===== config.mk =====
export PLATFORM = sky130hd
export DESIGN_NAME = instr_sequencer
export DESIGN_NICKNAME = d
export VERILOG_FILES = /design/src/rtl/instr_sequencer.sv
export SDC_FILE = /design/constraint.sdc
export NUM_CORES = 1
export LEC_CHECK = 0
export CAP_MARGIN = 30
export CORE_UTILIZATION = 43
export DETAILED_ROUTE_END_ITERATION = 10
export PLACE_DENSITY = 0.8
export SLEW_MARGIN = 20
export SYNTH_ARGS = -nofsm -noshare
export SYNTH_HDL_FRONTEND = slang
export SYNTH_SLANG_ARGS = --single-unit

===== constraint.sdc =====
create_clock -name i_clk -period 2.2 [get_ports i_clk]
set_input_delay 0.66 -clock i_clk [delete_from_list [all_inputs] [get_ports i_clk]]
set_output_delay 0.66 -clock i_clk [all_outputs]
set_load 0.1 [all_outputs]

===== src/rtl/instr_sequencer.sv =====
// Multi-cycle instruction sequencer: fetches from ROM, reads operands from RAM,
// drives the ALU and writes results back, all over valid/ready handshakes.
module instr_sequencer #(
  parameter logic [7:0]  PC_RESET = 8'h00,
  parameter int unsigned RAM_AW   = 6,
  parameter int unsigned DATA_W   = 16
) (
  input  logic                i_clk,
  input  logic                i_reset,
  input  logic                i_run,
  output logic [7:0]          o_rom_address,
  output logic                o_rom_read_enable,
  input  logic [15:0]         i_rom_data,
  input  logic                i_rom_valid,
  output logic                o_ir_load,
  output logic                o_ram_read,
  output logic [RAM_AW-1:0]   o_ram_read_addr,
  input  logic [DATA_W-1:0]   i_ram_rdata,
  input  logic                i_ram_rvalid,
  output logic                o_ram_write,
  output logic [RAM_AW-1:0]   o_ram_write_addr,
  output logic [DATA_W-1:0]   o_ram_data_out,
  input  logic                i_ram_wready,
  output logic [3:0]          o_alu_op,
  output logic [DATA_W-1:0]   o_alu_a,
  output logic [DATA_W-1:0]   o_alu_b,
  input  logic [2*DATA_W-1:0] i_alu_result,
  output logic [7:0]          o_pc,
  output logic [2:0]          o_state,
  output logic                o_zero_flag,
  output logic                o_halted,
  output logic                o_illegal
);

  typedef enum logic [2:0] {
    StIdle   = 3'd0,
    StFetch  = 3'd1,
    StDecode = 3'd2,
    StRdSrc  = 3'd3,
    StRdDst  = 3'd4,
    StExec   = 3'd5,
    StWb     = 3'd6,
    StHalt   = 3'd7
  } state_e;

  localparam logic [3:0] OpNop  = 4'h0;
  localparam logic [3:0] OpMov  = 4'hA;
  localparam logic [3:0] OpJmp  = 4'hB;
  localparam logic [3:0] OpJz   = 4'hC;
  localparam logic [3:0] OpHalt = 4'hF;

  state_e              r_state;
  logic [7:0]          r_pc;
  logic [15:0]         r_ir;
  logic [DATA_W-1:0]   r_opa;
  logic [DATA_W-1:0]   r_opb;
  logic [DATA_W-1:0]   r_res;
  logic                r_zero;

  state_e              w_state_next;
  logic [7:0]          w_pc_next;
  logic [15:0]         w_ir_next;
  logic [DATA_W-1:0]   w_opa_next;
  logic [DATA_W-1:0]   w_opb_next;
  logic [DATA_W-1:0]   w_res_next;
  logic                w_zero_next;

  logic [3:0]          w_opcode;
  logic [RAM_AW-1:0]   w_dest;
  logic [RAM_AW-1:0]   w_src;
  logic [7:0]          w_target;
  logic                w_is_mov;
  state_e              w_eoi_state;
  logic [DATA_W-1:0]   w_alu_low;
  logic                w_unused_alu_high;

  assign w_opcode    = r_ir[15:12];
  assign w_dest      = r_ir[6 +: RAM_AW];
  assign w_src       = r_ir[0 +: RAM_AW];
  assign w_target    = r_ir[7:0];
  assign w_is_mov    = (w_opcode == OpMov);
  assign w_alu_low   = i_alu_result[DATA_W-1:0];
  // run is only consulted here and in IDLE, so mid-instruction changes are inert.
  assign w_eoi_state = i_run ? StFetch : StIdle;

  assign w_unused_alu_high = ^i_alu_result[2*DATA_W-1:DATA_W];

  always_comb begin
    w_state_next      = r_state;
    w_pc_next         = r_pc;
    w_ir_next         = r_ir;
    w_opa_next        = r_opa;
    w_opb_next        = r_opb;
    w_res_next        = r_res;
    w_zero_next       = r_zero;

    o_rom_address     = 8'h00;
    o_rom_read_enable = 1'b0;
    o_ir_load         = 1'b0;
    o_ram_read        = 1'b0;
    o_ram_read_addr   = '0;
    o_ram_write       = 1'b0;
    o_ram_write_addr  = '0;
    o_ram_data_out    = '0;
    o_alu_op          = 4'h0;
    o_alu_a           = '0;
    o_alu_b           = '0;
    o_halted          = 1'b0;
    o_illegal         = 1'b0;

    case (r_state)
      StIdle: begin
        if (i_run) begin
          w_state_next = StFetch;
        end
      end

      StFetch: begin
        o_rom_read_enable = 1'b1;
        o_rom_address     = r_pc;
        if (i_rom_valid) begin
          o_ir_load    = 1'b1;
          w_ir_next    = i_rom_data;
          w_pc_next    = r_pc + 8'd1;
          w_state_next = StDecode;
        end
      end

      StDecode: begin
        case (w_opcode)
          OpNop: begin
            w_state_next = w_eoi_state;
          end
          4'h1, 4'h2, 4'h3, 4'h4, 4'h5, 4'h6, 4'h7, 4'h8, 4'h9, OpMov: begin
            w_state_next = StRdSrc;
          end
          OpJmp: begin
            w_pc_next    = w_target;
            w_state_next = w_eoi_state;
          end
          OpJz: begin
            if (r_zero) begin
              w_pc_next = w_target;
            end
            w_state_next = w_eoi_state;
          end
          OpHalt: begin
            w_state_next = StHalt;
          end
          default: begin
            o_illegal    = 1'b1;
            w_state_next = w_eoi_state;
          end
        endcase
      end

      StRdSrc: begin
        o_ram_read      = 1'b1;
        o_ram_read_addr = w_src;
        if (i_ram_rvalid) begin
          w_opb_next   = i_ram_rdata;
          w_state_next = w_is_mov ? StWb : StRdDst;
        end
      end

      StRdDst: begin
        o_ram_read      = 1'b1;
        o_ram_read_addr = w_dest;
        if (i_ram_rvalid) begin
          w_opa_next   = i_ram_rdata;
          w_state_next = StExec;
        end
      end

      StExec: begin
        o_alu_op     = w_opcode;
        o_alu_a      = r_opa;
        o_alu_b      = r_opb;
        w_res_next   = w_alu_low;
        w_zero_next  = (w_alu_low == '0);
        w_state_next = StWb;
      end

      StWb: begin
        o_ram_write      = 1'b1;
        o_ram_write_addr = w_dest;
        o_ram_data_out   = w_is_mov ? r_opb : r_res;
        if (i_ram_wready) begin
          w_state_next = w_eoi_state;
        end
      end

      StHalt: begin
        o_halted = 1'b1;
      end

      default: begin
        w_state_next = StIdle;
      end
    endcase
  end

  always_ff @(posedge i_clk) begin
    if (!i_reset) begin
      r_state <= StIdle;
      r_pc    <= PC_RESET;
      r_ir    <= 16'h0000;
      r_opa   <= '0;
      r_opb   <= '0;
      r_res   <= '0;
      r_zero  <= 1'b0;
    end else begin
      r_state <= w_state_next;
      r_pc    <= w_pc_next;
      r_ir    <= w_ir_next;
      r_opa   <= w_opa_next;
      r_opb   <= w_opb_next;
      r_res   <= w_res_next;
      r_zero  <= w_zero_next;
    end
  end

  assign o_pc        = r_pc;
  assign o_state     = r_state;
  assign o_zero_flag = r_zero;

endmodule


After elaboration in Yosys (flattened, before gate mapping) --
Index checks and enable logic that the tools add are counted.
Storage, ports and cells: latch bits 0, memories kept 0, bits in registers 76, output and inout port bits 90, ROM bits 0, input bits 70, RAM bits 0, word-level logic and storage cells 77
Operators by class: mux-type cells 29, multiply operators 0, shift operators 0, equal/unequal tests 27, reduce and logical (&&, ||, !) cells 13, $lt $le $gt $ge 0, add/subtract/negate cells 1, div/mod/pow operators 0, bitwise logic cells 0
Operators by type and width (count):
- 16-bit 2-to-1 mux | 4
- 8-bit one-hot mux with 2 select lines | 2
- 4-bit equality test, second input constant | 6
- 8-bit 2-to-1 mux | 3
- 3-bit one-hot mux with 7 select lines | 1
- 4-bit by 3-bit equality test with 1-bit output, second input constant | 4
- 16-bit zero test | 1
- 3-bit 2-to-1 mux | 5
- 14-bit OR reduction | 1
- 3-bit equality test, second input constant | 4
- 6-bit one-hot mux with 2 select lines | 1
- 2-bit != test, second input constant | 5
- 10-bit OR reduction | 1
- 1-bit 2-to-1 mux | 9
- 8-bit by 1-bit adder with 8-bit output, second input constant | 1
- 4-bit by 2-bit equality test with 1-bit output, second input constant | 2
- 7-bit nonzero test | 1
- 3-bit by 2-bit equality test with 1-bit output, second input constant | 2
- 6-bit 2-to-1 mux | 1
- 3-bit one-hot mux with 2 select lines | 1
- 2-bit AND reduction | 3
- 6-bit AND reduction | 1
- 4-bit by 1-bit equality test with 1-bit output, second input constant | 1
- 4-bit zero test | 1
- 9 further kinds | 9

Logic depth before layout (Yosys ltp) --
depth after elaboration 4, depth in mapped cells 7, gate-level depth less buffers 6

Worst setup path before layout --
OpenSTA, ideal clock, no wires.
kind register to output, from reg r_state[1] (netlist: o_state[1]), to out o_illegal, cell stages (with the launch flop) 5, data required time 1540 ps, slack -2237 ps, arrival 3777 ps, buffers on the path 2, path through dfxtp_1 -> buf_6 -> or3b_1 -> clkbuf_2 -> nor3_1
Between the ends: longest elaborated chain between the ends 2
Ends and longest elaborated chain:
- start, declared | line 52 | state_e r_state;
- start signal, assigned | line 205 | r_state <= StIdle;
- start signal, assigned | line 213 | r_state <= w_state_next;
- 3-bit by 2-bit equality test with 1-bit output | line 111 | case (r_state)
- 1-bit 2-to-1 mux | line 111
- end, declared | line 32 | output logic o_illegal
Every way passes these cells.

Final worst setup path --
from reg r_state[2] (netlist: o_state[2]), to out o_alu_b[6]
Between the ends: longest elaborated chain between the ends 2
Ends and longest elaborated chain:
- 3-bit equality test | line 111
- 16-bit 2-to-1 mux | line 111
- end, declared | line 26 | output logic [DATA_W-1:0] o_alu_b,
Every way passes these cells.

==> run_summary.xml <==
<?xml version="1.0" encoding="UTF-8"?>
<metrics>
  <group name="floorplanning">
    <metric name="die_height" unit="µm">97.1</metric>
    <metric name="effective_utilization_at_floorplan" unit="">0.445</metric>
    <metric name="number_of_i_o_pins" unit="">160</metric>
    <metric name="fp.dieArea" unit="mm²">0.00942</metric>
    <metric name="die_span_x" unit="µm">97.1</metric>
    <metric name="placementRows" unit="">34</metric>
    <metric name="core_region_area" unit="mm²">0.00872</metric>
  </group>
  <group name="global_route">
    <metric name="maximum_number_of_pins_on_one_net_before_global_route_repair" unit="">37</metric>
    <metric name="grt_antenna_before_repair" unit="">0</metric>
    <metric name="grt_pass1_wl" unit="µm">25300</metric>
    <metric name="grt_pass1_vias" unit="">4868</metric>
    <metric name="grt_remaining_overflow" unit="">0</metric>
    <metric name="groute.usage.overall" unit="">0.339</metric>
  </group>
  <group name="pwr">
    <metric name="power_switching" unit="µW">1180</metric>
    <metric name="max-vdd-ir-drop" unit="µV">335</metric>
    <metric name="powerDensity" unit="mW/mm²">474</metric>
    <metric name="power.clock.fraction" unit="">0.312</metric>
    <metric name="comb_power_share" unit="">0.267</metric>
    <metric name="p_sw_frac" unit="">0.333</metric>
    <metric name="power_frac_seq" unit="">0.421</metric>
    <metric name="pwr_total" unit="µW">3530</metric>
    <metric name="power_leakage" unit="µW">0.00268</metric>
    <metric name="cell_internal_pwr" unit="µW">2360</metric>
  </group>
  <group name="finish">
    <metric name="seq_area" unit="mm²">0.00154</metric>
    <metric name="num_antenna_cells" unit="">0</metric>
    <metric name="finish.instance_area" unit="mm²">0.00745</metric>
    <metric name="area_growth_syn_to_layout" unit="%">91.7</metric>
    <metric name="design.final.nets" unit="">771</metric>
    <metric name="drive_gt1_frac" unit="">0.391</metric>
    <metric name="n_fill_cell" unit="">404</metric>
    <metric name="multi_input_area" unit="mm²">0.00259</metric>
  </group>
  <group name="min_path">
    <metric name="holdPathStages" unit="">2</metric>
    <metric name="worst_hold_startpoint" unit="">r_res[10]</metric>
    <metric name="holdPathEnd" unit="">r_res[10]</metric>
    <metric name="hold_crit_path_type" unit="">flip-flop to flip-flop</metric>
  </group>
  <group name="synthesis">
    <metric name="synth.yosys.seq_area_share" unit="">0.392</metric>
    <metric name="syn-num-nets" unit="">599</metric>
    <metric name="syn_inst" unit="">528</metric>
    <metric name="ys_types" unit="">62</metric>
    <metric name="synth_top_cells_by_count" unit="">nand2_1 (169), a21oi_1 (91), dfxtp_1 (76)</metric>
    <metric name="ys_seq_elements" unit="">76</metric>
    <metric name="postSynthAreaPerCell" unit="µm²">7.36</metric>
    <metric name="synth-main-ff-cell" unit="">dfxtp_1</metric>
    <metric name="synth.cell_area" unit="mm²">0.00388</metric>
    <metric name="ys_warn_count" unit="">0</metric>
    <metric name="synth.area.top_cells" unit="">dfxtp_1 (39%), nand2_1 (16%), a21oi_1 (12%)</metric>
    <metric name="yosys.area.top_type_share" unit="">0.392</metric>
    <metric name="synth.most_common_cell" unit="">nand2_1</metric>
    <metric name="synth_edf_count" unit="">0</metric>
    <metric name="async_reset_ff_frac" unit="">0</metric>
    <metric name="leading_area_contributor_after_synthesis" unit="">dfxtp_1</metric>
  </group>
  <group name="cts">
    <metric name="clkLatencyLatePin" unit="ns">0.36</metric>
    <metric name="clock_root_cell" unit="">clkbuf_8</metric>
    <metric name="cts_buffer_depth" unit="">2</metric>
    <metric name="cts_tree" unit="">done</metric>
    <metric name="cts_made_buffers" unit="">9</metric>
    <metric name="cts_hold_repair.buffers" unit="">0</metric>
    <metric name="numClockSinks" unit="">76</metric>
    <metric name="cts-htree-levels" unit="">3</metric>
    <metric name="worst_setup_hold_path_clk_slew" unit="ns">0.08</metric>
  </group>
  <group name="setup_path">
    <metric name="cp_data_arrival_time" unit="ns">1.85</metric>
    <metric name="worstSetupStartpointType" unit="">flip-flop</metric>
    <metric name="timing.reg2reg.setup_slack" unit="ns">0.29</metric>
    <metric name="critical_path_buf_inv_count" unit="">4</metric>
    <metric name="timing.critical_path.slowest_stage_cell" unit="">dfxtp_4</metric>
    <metric name="regToRegStartpoint" unit="">o_state[2]</metric>
    <metric name="critical_path.startpoint" unit="">o_state[2]</metric>
    <metric name="critPathTopFamily" unit="">buffers and inverters</metric>
    <metric name="crit_type" unit="">flip-flop to primary output</metric>
    <metric name="path_cells" unit="">clkinvlp_4 &gt; nor3_4 &gt; buf_6 &gt; clkbuf_16 &gt; and2_4 &gt; buf_12</metric>
    <metric name="worstRegToRegCells" unit="">10</metric>
    <metric name="slowest_delay" unit="ns">0.38</metric>
    <metric name="critPathMaxFanout" unit="">5</metric>
    <metric name="endpoint_kind_of_the_worst_setup_timing_path" unit="">primary output</metric>
    <metric name="worstPathRequired" unit="ns">1.54</metric>
    <metric name="r2r_end" unit="">r_ir[15]</metric>
  </group>
  <group name="timing">
    <metric name="final_min_period_over_clock_period" unit="">1.14</metric>
    <metric name="clk_skew" unit="ns">0.0106</metric>
    <metric name="maxSlewHeadroom" unit="">0.562</metric>
    <metric name="post-route-worst-setup-slack" unit="ns">-0.305</metric>
    <metric name="worst_slew_pin_slew" unit="ns">0.657</metric>
    <metric name="achievable-frequency" unit="GHz">0.399</metric>
    <metric name="report.final.hold_viol_count" unit="">0</metric>
    <metric name="report.final.setup_viol" unit="">77</metric>
    <metric name="finalWorstPathRequiredPeriod" unit="ns">2.51</metric>
    <metric name="rsz0062_at_grt" unit="">true</metric>
    <metric name="slew_viol_final" unit="">0</metric>
  </group>
  <group name="placed_design">
    <metric name="hpwl" unit="µm">9900</metric>
    <metric name="port-buffer-count" unit="">143</metric>
    <metric name="placed_area" unit="mm²">0.00687</metric>
    <metric name="gp_congestion" unit="">0.902</metric>
  </group>
  <group name="routing">
    <metric name="detailroute.via_count" unit="">4876</metric>
    <metric name="routed_wirelength" unit="µm">16900</metric>
    <metric name="wl_per_cell" unit="µm">20.8</metric>
    <metric name="detail_route.first_pass.iterations" unit="">5</metric>
    <metric name="detail_route.iter0.violations" unit="">356</metric>
    <metric name="avgViaCountPerCell" unit="">6.00</metric>
    <metric name="route.detailed.drc" unit="">0</metric>
    <metric name="drt.antenna.violating_nets" unit="">0</metric>
  </group>
  <group name="flow_run">
    <metric name="maxCapViolations" unit="">0</metric>
  </group>
  <group name="outcome">
    <metric name="status" unit="">complete, but fails checks</metric>
    <metric name="violations" unit="">negative setup slack</metric>
  </group>
</metrics>
[timing repair]
action / 4_1_cts / 5_1_grt
cloned: 4 / 3
setup endpoints to repair: 75 / 77
pin swaps: 9 / 10
resized for setup: 30 / 12
buffers inserted: 17 / 8
endpoints found under the hold margin: 0 / 0
[kinds of logic after synthesis]
logic type,count (synthesis),synth area share
and+or+nand+nor,271,0.337
DFF,76,0.392
AOI/OAI and AO/OA,132,0.205
adders and majority gates,1,0.00322
xor gates and xnor gates,1,0.00225
muxes,1,0.00258
buffers and inverters,46,0.0580
[stage by stage]
step	utilization	TNS, ns	setup WS, ns	hold WS [ns]	cells
floorplan	-	-20.49	-0.615	0.437	528
global placement	0.787	0	0.0273	0.444	771
detailed placement	0.787	-0.00481	-0.00481	0.449	771
CTS	0.849	-10.53	-0.192	0.460	808
global route	0.854	-19.34	-0.344	0.478	813
finish	0.854	-15.87	-0.305	0.464	813
[placed cells by master (no fill, tap or decap), drive strengths merged, types with 3 or more instances in the layout]
master         Yosys  final
clkinv             2      4
a21boi             3      3
a31oi              4      4
nor2               9      9
o21ai              7      7
nor3               7      7
clkdlybuf4s50      0     53
a22o               8      8
buf               18    145
nor3b              3      3
nand3              6      6
clkinvlp           0      4
dfxtp             76     76
nand2            170    170
inv                4      4
and2              52     52
a21oi             91     91
nor4               4      4
nand2b             3      3
clkbuf            22     11
[area by class of cell]
class	count	area share
clock buffer	9	0.0166
inverter	6	0.00521
tap	108	0.0181
clock inverter	7	0.00991
timing repair buffer	201	0.395
sequential	76	0.207
multi-input combinational	406	0.348
[worst register-to-register path, delay by kind of cell (launching register included)]
kind | cells | cell delay, ns
flip-flops | 1 | 0.37
AND/OR/NAND/NOR | 3 | 0.35
buffers and inverters | 6 | 0.96
AO/OA/AOI/OAI | 1 | 0.16
[how the worst max path moves through the flow]
| stage | end | depth (start not counted) | slack (ns) |
|---|---|---|---|
| 2_1_floorplan | o_ir_load | 4 | -0.61 |
| 3_3_place_gp | o_ir_load | 4 | 0.03 |
| 3_5_place_dp | o_ram_read | 4 | -0.005 |
| 4_1_cts | o_ram_data_out[7] | 6 | -0.19 |
| 5_1_grt | o_alu_b[6] | 6 | -0.34 |
| 6_report | o_alu_b[6] | 6 | -0.31 |
[state kept, by name, summed over array words and instances, names as in the netlist]
signal,flops
o_pc,8
o_state,3
o_zero_flag,1
r_ir,16
r_opa,16
r_opb,16
r_res,16
[routing by layer]
metal,GRT usage,up-vias,wire length [µm],share of wire
met2,0.605,340,8580,0.51
met4,0.178,0,788,0.047
met1,0.373,2326,6090,0.36
met3,0.0755,77,1450,0.086
met5,0,-,0,0
li1,-,2133,-,-
[power by group through the flow]
stage	Clock (µW)	Sequential, µW	Combinational (µW)
5_1_grt	1160	1490	980
6_report	1100	1490	945
3_5_place_dp	0	1510	828
2_1_floorplan	0	1580	402
3_3_place_gp	0	1510	807
4_1_cts	1100	1480	891
Note: power is estimated with default switching activity, not from simulation.
